===== config.mk =====
export PLATFORM = sky130hd
export DESIGN_NAME = program_counter_unit
export DESIGN_NICKNAME = d
export VERILOG_FILES = /design/src/rtl/program_counter_unit_pkg.sv /design/src/rtl/return_address_stack.sv /design/src/rtl/program_counter_unit.sv
export SDC_FILE = /design/constraint.sdc
export NUM_CORES = 1
export LEC_CHECK = 0
export ABC_AREA = 1
export BUFFER_PORTS_ARGS = -buffer_cell sky130_fd_sc_hd__buf_2
export CAP_MARGIN = 20
export CORE_UTILIZATION = 45
export DETAILED_ROUTE_END_ITERATION = 6
export PLACE_DENSITY = 0.76
export REMOVE_ABC_BUFFERS = 1
export SLEW_MARGIN = 20
export SYNTH_ARGS = -nofsm -noshare
export SYNTH_HDL_FRONTEND = slang
export SYNTH_SLANG_ARGS = --single-unit
export TNS_END_PERCENT = 1

===== constraint.sdc =====
create_clock -name Clk -period 4.1 [get_ports Clk]
set_input_delay 0.205 -clock Clk [delete_from_list [all_inputs] [get_ports Clk]]
set_output_delay 0.205 -clock Clk [all_outputs]
set_load 0.1 [all_outputs]

===== src/rtl/program_counter_unit_pkg.sv =====
// Shared types and defaults for the program counter unit and its return-address stack.
package pc_pkg;

    typedef enum logic [1:0] {
        SEL_SEQ,
        SEL_BRANCH,
        SEL_RET,
        SEL_TRAP
    } pc_sel_t;

    localparam int DEF_XLEN = 32;
    localparam int DEF_INC  = 4;

endpackage


===== src/rtl/return_address_stack.sv =====
// Circular return-address stack: a push when full overwrites the oldest entry,
// and a swap replaces the top entry (or pushes when the stack is empty).
module return_address_stack #(
    parameter int XLEN      = 32,
    parameter int RAS_DEPTH = 4
) (
    input  logic            clk,
    input  logic            rst,
    input  logic            push,
    input  logic            pop,
    input  logic            swap,
    input  logic [XLEN-1:0] push_data,
    output logic [XLEN-1:0] top,
    output logic            empty,
    output logic            full,
    output logic            overflow,
    output logic            underflow
);

    localparam int PW = $clog2(RAS_DEPTH);

    logic [RAS_DEPTH-1:0][XLEN-1:0] mem_q, mem_d;
    logic [PW-1:0]                  ptr_q, ptr_d, top_idx;
    logic [PW:0]                    cnt_q, cnt_d;

    // ptr_q is the next free slot; once full it also points at the oldest entry.
    assign top_idx = ptr_q - PW'(1);
    assign top     = mem_q[top_idx];
    assign empty   = (cnt_q == '0);
    assign full    = (cnt_q == (PW+1)'(RAS_DEPTH));

    always_comb begin
        mem_d     = mem_q;
        ptr_d     = ptr_q;
        cnt_d     = cnt_q;
        overflow  = push && full;
        underflow = (pop || swap) && empty;
        if (push || (swap && empty)) begin
            mem_d[ptr_q] = push_data;
            ptr_d        = ptr_q + PW'(1);
            if (!full) cnt_d = cnt_q + (PW+1)'(1);
        end else if (swap) begin
            mem_d[top_idx] = push_data;
        end else if (pop && !empty) begin
            ptr_d = top_idx;
            cnt_d = cnt_q - (PW+1)'(1);
        end
    end

    always_ff @(posedge clk or posedge rst) begin
        if (rst) begin
            ptr_q <= '0;
            cnt_q <= '0;
        end else begin
            ptr_q <= ptr_d;
            cnt_q <= cnt_d;
        end
    end

    // Entry storage is never visible while empty, so it carries no reset.
    always_ff @(posedge clk) begin
        mem_q <= mem_d;
    end

endmodule


===== src/rtl/program_counter_unit.sv =====
// Fetch-address register with trap/return/branch/sequential priority select
// and a return-address stack for call/return prediction.
module program_counter_unit
    import pc_pkg::*;
#(
    parameter int              XLEN         = DEF_XLEN,
    parameter logic [XLEN-1:0] RESET_VECTOR = '0,
    parameter int              INC          = DEF_INC,
    parameter int              RAS_DEPTH    = 4
) (
    input  logic            Clk,
    input  logic            Reset,
    input  logic            Stall,
    input  logic            BranchTaken,
    input  logic [XLEN-1:0] BranchTarget,
    input  logic            Call,
    input  logic            Ret,
    input  logic            TrapValid,
    input  logic [XLEN-1:0] TrapVector,
    output logic [XLEN-1:0] Address,
    output logic [XLEN-1:0] SeqAddress,
    output logic            RasEmpty,
    output logic            RasFull,
    output logic            RasOverflow,
    output logic            RasUnderflow
);

    pc_sel_t         sel;
    logic            hold;
    logic            ras_push, ras_pop, ras_swap;
    logic [XLEN-1:0] ras_top;
    logic            ras_empty, ras_full, ras_overflow, ras_underflow;
    logic [XLEN-1:0] address_q, address_d;
    logic            ras_ovf_q, ras_ovf_d, ras_unf_q, ras_unf_d;

    assign Address      = address_q;
    assign SeqAddress   = address_q + XLEN'(INC);
    assign RasEmpty     = ras_empty;
    assign RasFull      = ras_full;
    assign RasOverflow  = ras_ovf_q;
    assign RasUnderflow = ras_unf_q;

    always_comb begin
        sel       = SEL_SEQ;
        hold      = 1'b0;
        ras_push  = 1'b0;
        ras_pop   = 1'b0;
        ras_swap  = 1'b0;
        address_d = SeqAddress;
        // A trap bypasses the stall and leaves the stack untouched.
        if (TrapValid) begin
            sel = SEL_TRAP;
        end else if (Stall) begin
            hold = 1'b1;
        end else if (Ret) begin
            sel = SEL_RET;
            if (Call && BranchTaken) ras_swap = 1'b1;
            else                     ras_pop  = 1'b1;
        end else if (BranchTaken) begin
            sel      = SEL_BRANCH;
            ras_push = Call;
        end
        case (sel)
            SEL_TRAP:   address_d = TrapVector;
            SEL_RET:    address_d = ras_empty ? BranchTarget : ras_top;
            SEL_BRANCH: address_d = BranchTarget;
            default:    address_d = hold ? address_q : SeqAddress;
        endcase
        ras_ovf_d = ras_overflow;
        ras_unf_d = ras_underflow;
    end

    always_ff @(posedge Clk or posedge Reset) begin
        if (Reset) begin
            address_q <= RESET_VECTOR;
            ras_ovf_q <= 1'b0;
            ras_unf_q <= 1'b0;
        end else begin
            address_q <= address_d;
            ras_ovf_q <= ras_ovf_d;
            ras_unf_q <= ras_unf_d;
        end
    end

    return_address_stack #(
        .XLEN      (XLEN),
        .RAS_DEPTH (RAS_DEPTH)
    ) u_ras (
        .clk       (Clk),
        .rst       (Reset),
        .push      (ras_push),
        .pop       (ras_pop),
        .swap      (ras_swap),
        .push_data (SeqAddress),
        .top       (ras_top),
        .empty     (ras_empty),
        .full      (ras_full),
        .overflow  (ras_overflow),
        .underflow (ras_underflow)
    );

endmodule


Yosys cells after proc, flatten, opt, wreduce, memory -nomap -nowiden
Index checks and enable logic that the tools add are counted.

word-level totals
  output and inout bits = 68
  bits in writable memories = 0
  memory bits (read-only) = 0
  register bits = 167
  latch bits = 0
  input port bits = 71
  word-level logic and storage cells = 78
  memories = 0

cells by class
  multipliers = 0
  reductions and logical operators = 15
  order comparisons = 4
  bitwise gates (word level) = 0
  add/sub/neg operators = 5
  shift operators = 0
  eq/ne operators = 7
  mux-type cells = 38
  div/mod/pow operators = 0

operators by type and width
  cell                                                         number
  bitwise mux 128 bit                                          2
  two-way mux 128 bit                                          2
  two-way mux 32 bit                                           5
  demux 32 bit (select 2 bit)                                  2
  case mux 32 bit (3 select lines)                             1
  binary-select mux 32 bit (select 2 bit)                      1
  adder 32 x 3 -> 32 bit (second input constant)               1
  two-way mux 1 bit                                            15
  two-way mux 2 bit                                            6
  two-way mux 3 bit                                            4
  logical AND 1 bit                                            7
  less-than comparator 2 x 3 -> 1 bit (second input constant)  2
  == test 2 bit (second input constant)                        2
  >= comparator 2 x 1 -> 1 bit (second input constant)         2
  inequality test 2 bit (second input constant)                2
  inequality test 4 x 1 -> 1 bit (second input constant)       1
  nonzero test 2 bit                                           2
  adder 3 x 1 -> 3 bit (second input constant)                 1
  == test 3 bit (second input constant)                        1
  logical NOT 3 bit                                            1
  AND reduction 3 bit                                          1
  subtractor 3 x 1 -> 3 bit (second input constant)            1
  adder 2 x 1 -> 2 bit (second input constant)                 1
  == test 2 x 1 -> 1 bit (second input constant)               1
  4 further kinds                                              5

Longest topological paths before layout
Gate-level depths: netlist of the first run.

  word-level depth = 9
  gate-level depth with buffers = 15
  mapped depth without buffers = 14

By module
A second synthesis of the first run with hierarchy kept.

second synthesis, totals
  cell total of the unflattened synthesis = 1114
  area total of the unflattened synthesis = 9277.6 µm²

by module, submodules not included
  module                instances  area an instance (µm²)  seq. area each (µm²)  cells each
  return_address_stack  1          6000.8                  3968.8                556
  program_counter_unit  1          3276.9                  850.8                 558

Least setup slack after synthesis of the first run
Ideal clock, no wire load.

  path kind = flip-flop to flip-flop
  from = reg u_ras.cnt_q[0]
  to = reg u_ras.mem_q[64] (netlist name) (enable)
  library setup time = 421 ps
  clock period less this slack = 3851 ps
  data arrival time = 3430 ps
  required time = 3679 ps
  buffers on the path = 2
  stages on the path, launching flop included = 8
  path slack = 249 ps
  path through = dfrtp_1 > nor3_4 > nand3_2 > nand2_2 > buf_6 > o21ai_2 > buf_4 > nor2_1

between the ends
  cells in the longest elaborated chain, start to end = 4

RTL lines
  item                          line                        source
  start, declared               return_address_stack.sv:24  logic [PW:0] cnt_q, cnt_d;
  start signal, assigned        return_address_stack.sv:56  cnt_q <= cnt_d;
  logical NOT 3 bit             return_address_stack.sv:29  assign empty = (cnt_q == '0);
  via RasEmpty                  program_counter_unit.sv:22  output logic RasEmpty,
  logical AND 1 bit             return_address_stack.sv:38  if (push || (swap && empty)) begin
  logical OR 1 bit              return_address_stack.sv:38
  nonzero test 2 bit (no line)  n/a
  end signal, assigned          return_address_stack.sv:62  mem_q <= mem_d;
  end, declared                 return_address_stack.sv:22  logic [RAS_DEPTH-1:0][XLEN-1:0] mem_q, mem_d;

The timed path passes the listed nets, and every way through them passes these cells.
A chain may end at the register's enable or synchronous reset.

Worst setup path in the final report of the first run
  from = reg address_q[2], in the netlist Address[2]
  to = out SeqAddress[20]

between the ends
  cells in the longest elaborated chain, start to end = 1

RTL lines
  item                    line                        source
  start, declared         program_counter_unit.sv:33  logic [XLEN-1:0] address_q, address_d;
  start signal, assigned  program_counter_unit.sv:79  address_q <= address_d;
  adder 32 x 3 -> 32 bit  program_counter_unit.sv:37  assign SeqAddress = address_q + XLEN'(INC);
  end, declared           program_counter_unit.sv:21  output logic [XLEN-1:0] SeqAddress,

No other way between the ends.

==> results of run 1 <==
registers in the layout, indices dropped and copies added (netlist names):
signal        count
RasOverflow       1
Address          32
u_ras.mem_q     128
u_ras.ptr_q       2
u_ras.cnt_q       3
RasUnderflow      1
final cells by class:
cell class	instances	share of cell area
clock buffers	18	0.0411
clock inverters	14	0.0165
inverters	91	0.0328
multi-input cells	787	0.336
flip-flops and latches	167	0.462
well taps	265	0.0318
repair buffers	155	0.0798
what timing repair did:
action | 4_1_cts | 5_1_grt
endpoints found under the hold margin | 0 | 39
hold buffers | 0 | 1
setup buffers | 0 | 0
synth_stat cells:
master,number
dfrtp_1,39
o21bai_1,5
nor2_4,4
a31oi_1,1
nand2_1,339
nand4_1,10
nor2_2,12
clkbuf_1,20
buf_1,7
nor3_1,3
a21oi_1,48
o211ai_1,1
o21ai_1,1
inv_2,3
nor3_4,1
xnor2_1,1
nor2_1,174
ha_1,6
xor2_1,6
a22oi_1,1
o21ai_2,2
clkinv_1,2
o21ai_0,12
nand2_2,3
nand3_2,1
inv_1,86
nand3_1,152
clkbuf_2,1
a21oi_4,2
buf_6,4
buf_2,13
buf_4,8
edfxtp_1,128
or2_2,2
cells in the final DEF, fill, tap and decap left out, types with 17 or more instances in the layout:
cell type  count
a21oi_1       48
buf_2        138
clkbuf_16     17
dfrtp_1       38
edfxtp_1     128
inv_1         85
nand2_1      339
nand3_1      152
nor2_1       168
nor2_2        17
tightest hold or removal path: stages:
cell and delay [ns]:
buf_2 0.07, a21oi_1 0.05, o211ai_1 0.07
power groups by stage:
stage | clock network, mW | logic, mW | registers [mW]
global route | 1.73 | 3.79 | 2.32
detailed placement | 0 | 3.50 | 2.33
finish | 1.66 | 3.54 | 2.31
floorplan | 0 | 2.03 | 2.85
global placement | 0 | 3.44 | 2.32
CTS | 1.66 | 3.51 | 2.30
worst paths after layout:
check	cells past startpoint	to	start
max	10	SeqAddress[20]	Address[2]
min	3	Address[7]	BranchTarget[7]
max reg2reg	6	u_ras.mem_q[37]	u_ras.cnt_q[0]
min reg2reg	2	Address[3]	Address[3]
max in group asynchronous	3	u_ras.ptr_q[0]	Reset
min in group asynchronous	3	Address[17]	Reset
through the flow:
stage	cell area [um^2]	power (mW)	utilization	std cells	setup WS, ns
after floorplan	8650	4.88	-	1045	-0.171
after global placement	9830	5.76	0.505	1464	1.56
after detailed placement	9830	5.83	0.505	1464	1.43
after CTS	10400	7.47	0.536	1496	1.04
after global routing	10400	7.84	0.537	1497	0.807
final	10400	7.51	0.537	1497	0.992
logic make-up after synthesis:
group	after synthesis	share of synthesized area
xor+xnor	7	0.00687
buf+inv	144	0.0692
fa+ha+maj	6	0.00841
simple gates	701	0.329
flops	167	0.540
compound gates	73	0.0464
layer usage:
layer,global-route usage,vias to the layer above,part of all wire
met5,0,-,0
li1,-,3811,-
met2,0.460,488,0.47
met3,0.0463,58,0.10
met1,0.357,3842,0.40
met4,0.0985,0,0.024
==> metrics.txt, run 1 <==
synthesized area divided by synthesized cell count 8.13 um^2; detailed-placement wirelength estimate 17.6 mm; 1st-iter DRT viols 808; top-area cell type share of the netlist area 0.430; area growth from synthesis to final layout 16.9%; final hold slack 0.00353 ns; Longest Clk Path Bufs 2; maximum resistive drop on vdd 0.412 mV; power share of the clock group 0.222; NetSw 3.76 mW; worst reg2reg setup slack 1.39 ns; cell at the root of the clock tree clkbuf_16; Antenna Nets Post-Route 0; clk sinks 167; aggregate global routing overflow 0; time the worst path needs with I/O delays and setup 3.11 ns; die height 143 um; area of combinational cells with multiple inputs 3510 um^2; DR DRC count 0; # nets final 1296; kind of capture point of the worst setup path output port; standard-cell rows 51; Seq pwr share 0.307; cell-internal power 3.74 mW; Slew headroom 0.380; power density cells 719 nW/um^2; max incr delay on CP 0.65 ns; cell-by-cell listing of the critical path ha_1 -> nand2_1 -> nor2_2 -> nand2_2 -> nor2_4 -> inv_1 -> o21ai_1 -> nand2_1 -> inv_1 -> buf_2; class of the most critical setup path flip-flop to output port; vias 8199; Total GRT Usage 0.274; status complete, no violations; CP Launch Type flip-flop; portion of the clock cycle consumed by the worst path in the final layout 0.758; maximum fanout along the worst path 13; Final Skew 0.00964 ns; Post-Route Setup TNS 0 ns; portion of the post-synthesis area used by sequential elements 0.540; slowest stage cell on the critical path dfrtp_1; number of levels in the clock H-tree 4; cell count after synthesis 1098; clock transition at the registers of the reported paths 0.06 ns; latest clock arrival within the worst-skew pair 0.44 ns; initial antenna violation count 0; Worst path top cell family by delay simple AND/OR/NAND/NOR gates; cell taking the most area after synthesis edfxtp_1; mean number of vias per cell 5.48; number of register bits inferred by synthesis 167; top-level port count 139; weighted congestion reported at the end of routability-driven placement 0.932; clock tree from TritonCTS done; Critical path buffers and inverters 3; number of inserted filler cells in the final layout 1773; Achievable Freq 322 MHz; initial core utilization 0.459; portion of total power attributed to combinational logic 0.471; unrepaired setup endpoints after global routing no; number of global-route vias before repair 7744; max-slew violation total from the final report 0; post-synth cell types 34; fraction of final layout cells sized beyond drive strength 1 0.180; total count of hold-check failures in the final report 0; CP required 3.89 ns; # Max-Cap Violations 0; Hold/Removal Path Class input port to flip-flop; overall die area 20400 um^2; number of buffer cells added on primary ports 138; number of antenna repair diodes 0; maximum number of pins on one net before global-route repair 62; synthesized cell area 8930 um^2; count of yosys warnings during synthesis 0; first-pass iteration count of the detailed router 6; leakage power of the design 4.63 nW; CTS buffer count 17; count of cells resized by post-cts repair 0; Die Wd 143 um; total wirelength of the detailed-routed design 27.1 mm; wire length per cell after detailed routing 18.1 um; Std-Cell Core Area 19500 um^2; arrival time worst endpoint 2.90 ns; Area contributors post-synth edfxtp_1 43%, nand2_1 14%, dfrtp_1 11%, nand3_1 8.5%, nor2_1 7.3%; Finish-stage setup viols 0; combined flip-flop and latch cell area 4820 um^2; global-route wire length before repair 41.5 mm; slew at the pin closest to its max-slew limit 0.927 ns; fraction of power spent switching nets 0.501
(Power assumes the default switching activity.)
==> inputs of run 2 (changes only) <==
--- a/config.mk
+++ b/config.mk
@@ -10,7 +10,7 @@
 export CAP_MARGIN = 20
 export CORE_UTILIZATION = 45
 export DETAILED_ROUTE_END_ITERATION = 6
-export PLACE_DENSITY = 0.76
+export PLACE_DENSITY = 0.78
 export REMOVE_ABC_BUFFERS = 1
 export SLEW_MARGIN = 20
 export SYNTH_ARGS = -nofsm -noshare
==> constraint.sdc (replaced) <==
create_clock -name Clk -period 2.7 [get_ports Clk]
set_input_delay 0.135 -clock Clk [delete_from_list [all_inputs] [get_ports Clk]]
set_output_delay 0.135 -clock Clk [all_outputs]
set_load 0.1 [all_outputs]
==> run 2 against run 1 <==
Effect of this change:
- design area rose by 3.1%
- clock power increased by 37%
- critical endpoint is now SeqAddress[29]
- global-route usage fell by 0.22 points
- die area is the same
- setup slack got worse by 0.90 ns
- largest cell class unchanged
==> metrics.txt, run 2 (synthesized netlist as in run 1, its figures left out) <==
global-route wire length before repair 41.2 mm (-0.75%); top library cells by usage in the layout, fill and taps aside 337 x nand2_1, 168 x nor2_1, 152 x nand3_1; wire length per cell after detailed routing 17.4 um (-3.7%); cell at the root of the clock tree clkbuf_16; Achievable Freq 384 MHz; fraction of final layout cells sized beyond drive strength 1 0.189 (+0.00869); worst reg2reg setup slack 0.57 ns (-0.82 ns); reg-to-reg critical path endpoint u_ras.mem_q[84]; max-slew violation total from the final report 0 (unchanged); clock transition at the registers of the reported paths 0.06 ns (about the same); total wirelength of the detailed-routed design 26.6 mm (-1.9%); Slew headroom 0.355 (-0.0259); slew at the pin closest to its max-slew limit 0.967 ns (+0.0397 ns); top register by number of flip-flops u_ras.mem_q; initial core utilization 0.459 (unchanged); number of buffer cells added on primary ports 138 (unchanged); DR DRC count 0 (unchanged); pre-CTS setup slack 0.337 ns (-1.10 ns); kind of capture point of the worst setup path output port; class of the most critical setup path flip-flop to output port; met3 usage 0.0500 (+0.00369); # nets final 1324 (+2.2%); clk sinks 167 (unchanged); CP required 2.57 ns (-1.32 ns); power density cells 1060 nW/um^2 (+47%); Std-Cell Core Area 19500 um^2 (unchanged); maximum number of pins on one net before global-route repair 40 (-35%); detailed-placement wirelength estimate 18.2 mm (+3.6%); first-pass iteration count of the detailed router 5 (-1); weighted congestion reported at the end of routability-driven placement 0.960 (+3.0%); setup slack of the critical path after layout 0.0958 ns (-0.896 ns); GRT Max-Usage Layer met2; leakage power of the design 4.77 nW (+3.1%); top-level port count 139 (unchanged); final hold slack 0.00790 ns (+0.00437 ns); number of inserted filler cells in the final layout 1804 (+1.7%); latest clock arrival within the worst-skew pair 0.44 ns (about the same); maximum resistive drop on vdd 0.665 mV (+61%); worst hold start TrapVector[22]; area of combinational cells with multiple inputs 3530 um^2 (+0.39%); combined flip-flop and latch cell area 4820 um^2 (unchanged); CP Launch Type flip-flop; time the worst path needs with I/O delays and setup 2.60 ns; Antenna Nets Post-Route 0 (unchanged); worst reg-to-reg path cell count 7 (+1); Hold/Removal Path Class input port to flip-flop; Final Skew 0.0139 ns (+0.00422 ns); mean number of vias per cell 5.33 (-2.6%); CTS buffer count 17 (unchanged); total count of hold-check failures in the final report 0 (unchanged); number of levels in the clock H-tree 4 (unchanged); area growth from synthesis to final layout 20.6%; commonest non-fill, non-tap cell in the layout nand2_1; Die Wd 143 um (unchanged); number of placed instances with taps included 1480 (+1.1%); portion of the clock cycle consumed by the worst path in the final layout 0.965; grt met1 use 0.356 (-0.00100); Non-Filler Instances 1525 (+1.9%); met2 Usage GRT 0.452 (-0.00774); Longest Clk Path Bufs 2 (unchanged); standard-cell rows 51 (unchanged); die height 143 um (unchanged); Total GRT Usage 0.272 (-0.00220); # Max-Cap Violations 0 (unchanged); worst hold path cell count 5 (+2); Finish-stage setup viols 0 (unchanged); initial antenna violation count 0 (unchanged); overall die area 20400 um^2 (unchanged); number of global-route vias before repair 7761 (+0.22%); 1st-iter DRT viols 649 (-20%); vias 8135 (-0.78%); number of antenna repair diodes 0 (unchanged); status complete, no violations; Worst Hold Path EP Address[22]; aggregate global routing overflow 0 (unchanged); number of flip-flops under the largest register name 128 (unchanged); maximum fanout along the worst path 6 (-7); arrival time worst endpoint 2.47 ns (-0.43 ns); clock tree from TritonCTS done; startpoint of the lowest-slack register-to-register path u_ras.cnt_q[0]
-- run 2: cell count changes in the layout (fill, tap and decap cells not counted), moves of 3 or more --
cell,before,now
buf_4,15,35
buf_2,138,121
dlygate4sd3_1,1,13
buf_12,1,8
clkbuf_4,0,5
clkinv_1,3,6
inv_6,5,2
-- run 2: worst max path at each step --
stage / from / to / cells after the start
detailed placement: Address[10] / SeqAddress[29] / 9
global placement: Address[10] / SeqAddress[29] / 9
CTS: Address[10] / SeqAddress[29] / 9
floorplan: u_ras.ptr_q[0] / u_ras.mem_q[0] / 6
finish: Address[10] / SeqAddress[29] / 9
global route: Address[10] / SeqAddress[29] / 9
-- run 2: power breakdown --
| part | internal [mW] | total [mW] | leakage [nW] | switching [mW] |
|---|---|---|---|---|
| combinational | 1.32 | 5.73 | 2.87 | 4.42 |
| clock | 1.26 | 2.27 | 0.250 | 1.01 |
| sequential | 3.13 | 3.41 | 1.65 | 0.281 |
-- run 2: layout make-up --
cell class              instances  area share
clock inverters                13     0.00988
multi-input cells             787       0.327
repair buffers                183       0.112
inverters                      91      0.0317
clock buffers                  19      0.0402
well taps                     265      0.0308
flip-flops and latches        167       0.448
-- run 2: per-layer routing --
layer  vias to the layer above  routed length [um]
met5                         -                   0
met4                         0                 465
met3                        43                2090
met2                       361               12900
met1                      3858               11100
li1                       3873                   -
-- run 2: worst max-delay path: stages, from the launching register on --
cell,delay (ns)
dfrtp_1,0.48
inv_1,0.13
nor3_2,0.29
nand2_1,0.08
nor2_1,0.33
nand2_1,0.09
nand2_1,0.09
nand2_1,0.14
inv_1,0.10
buf_4,0.29
-- run 2: stage by stage --
step | power, mW | area, um^2 | util | TNS [ns]
4_1_cts | 11.4 | 10700 | 0.551 | 0
2_1_floorplan | 7.41 | 8650 | - | -324.70
5_1_grt | 12.0 | 10800 | 0.553 | -0.00514
6_report | 11.4 | 10800 | 0.553 | 0
3_5_place_dp | 9.10 | 10100 | 0.516 | 0
3_3_place_gp | 8.98 | 10100 | 0.516 | 0
-- run 2: what timing repair did --
| item | in CTS | in global routing |
|---|---|---|
| setup endpoints to repair | 4 | 11 |
| resized for setup | 4 | 11 |
| buffers inserted | 0 | 0 |
| hold endpoints to repair | 51 | 0 |
| hold buffers | 13 | 0 |
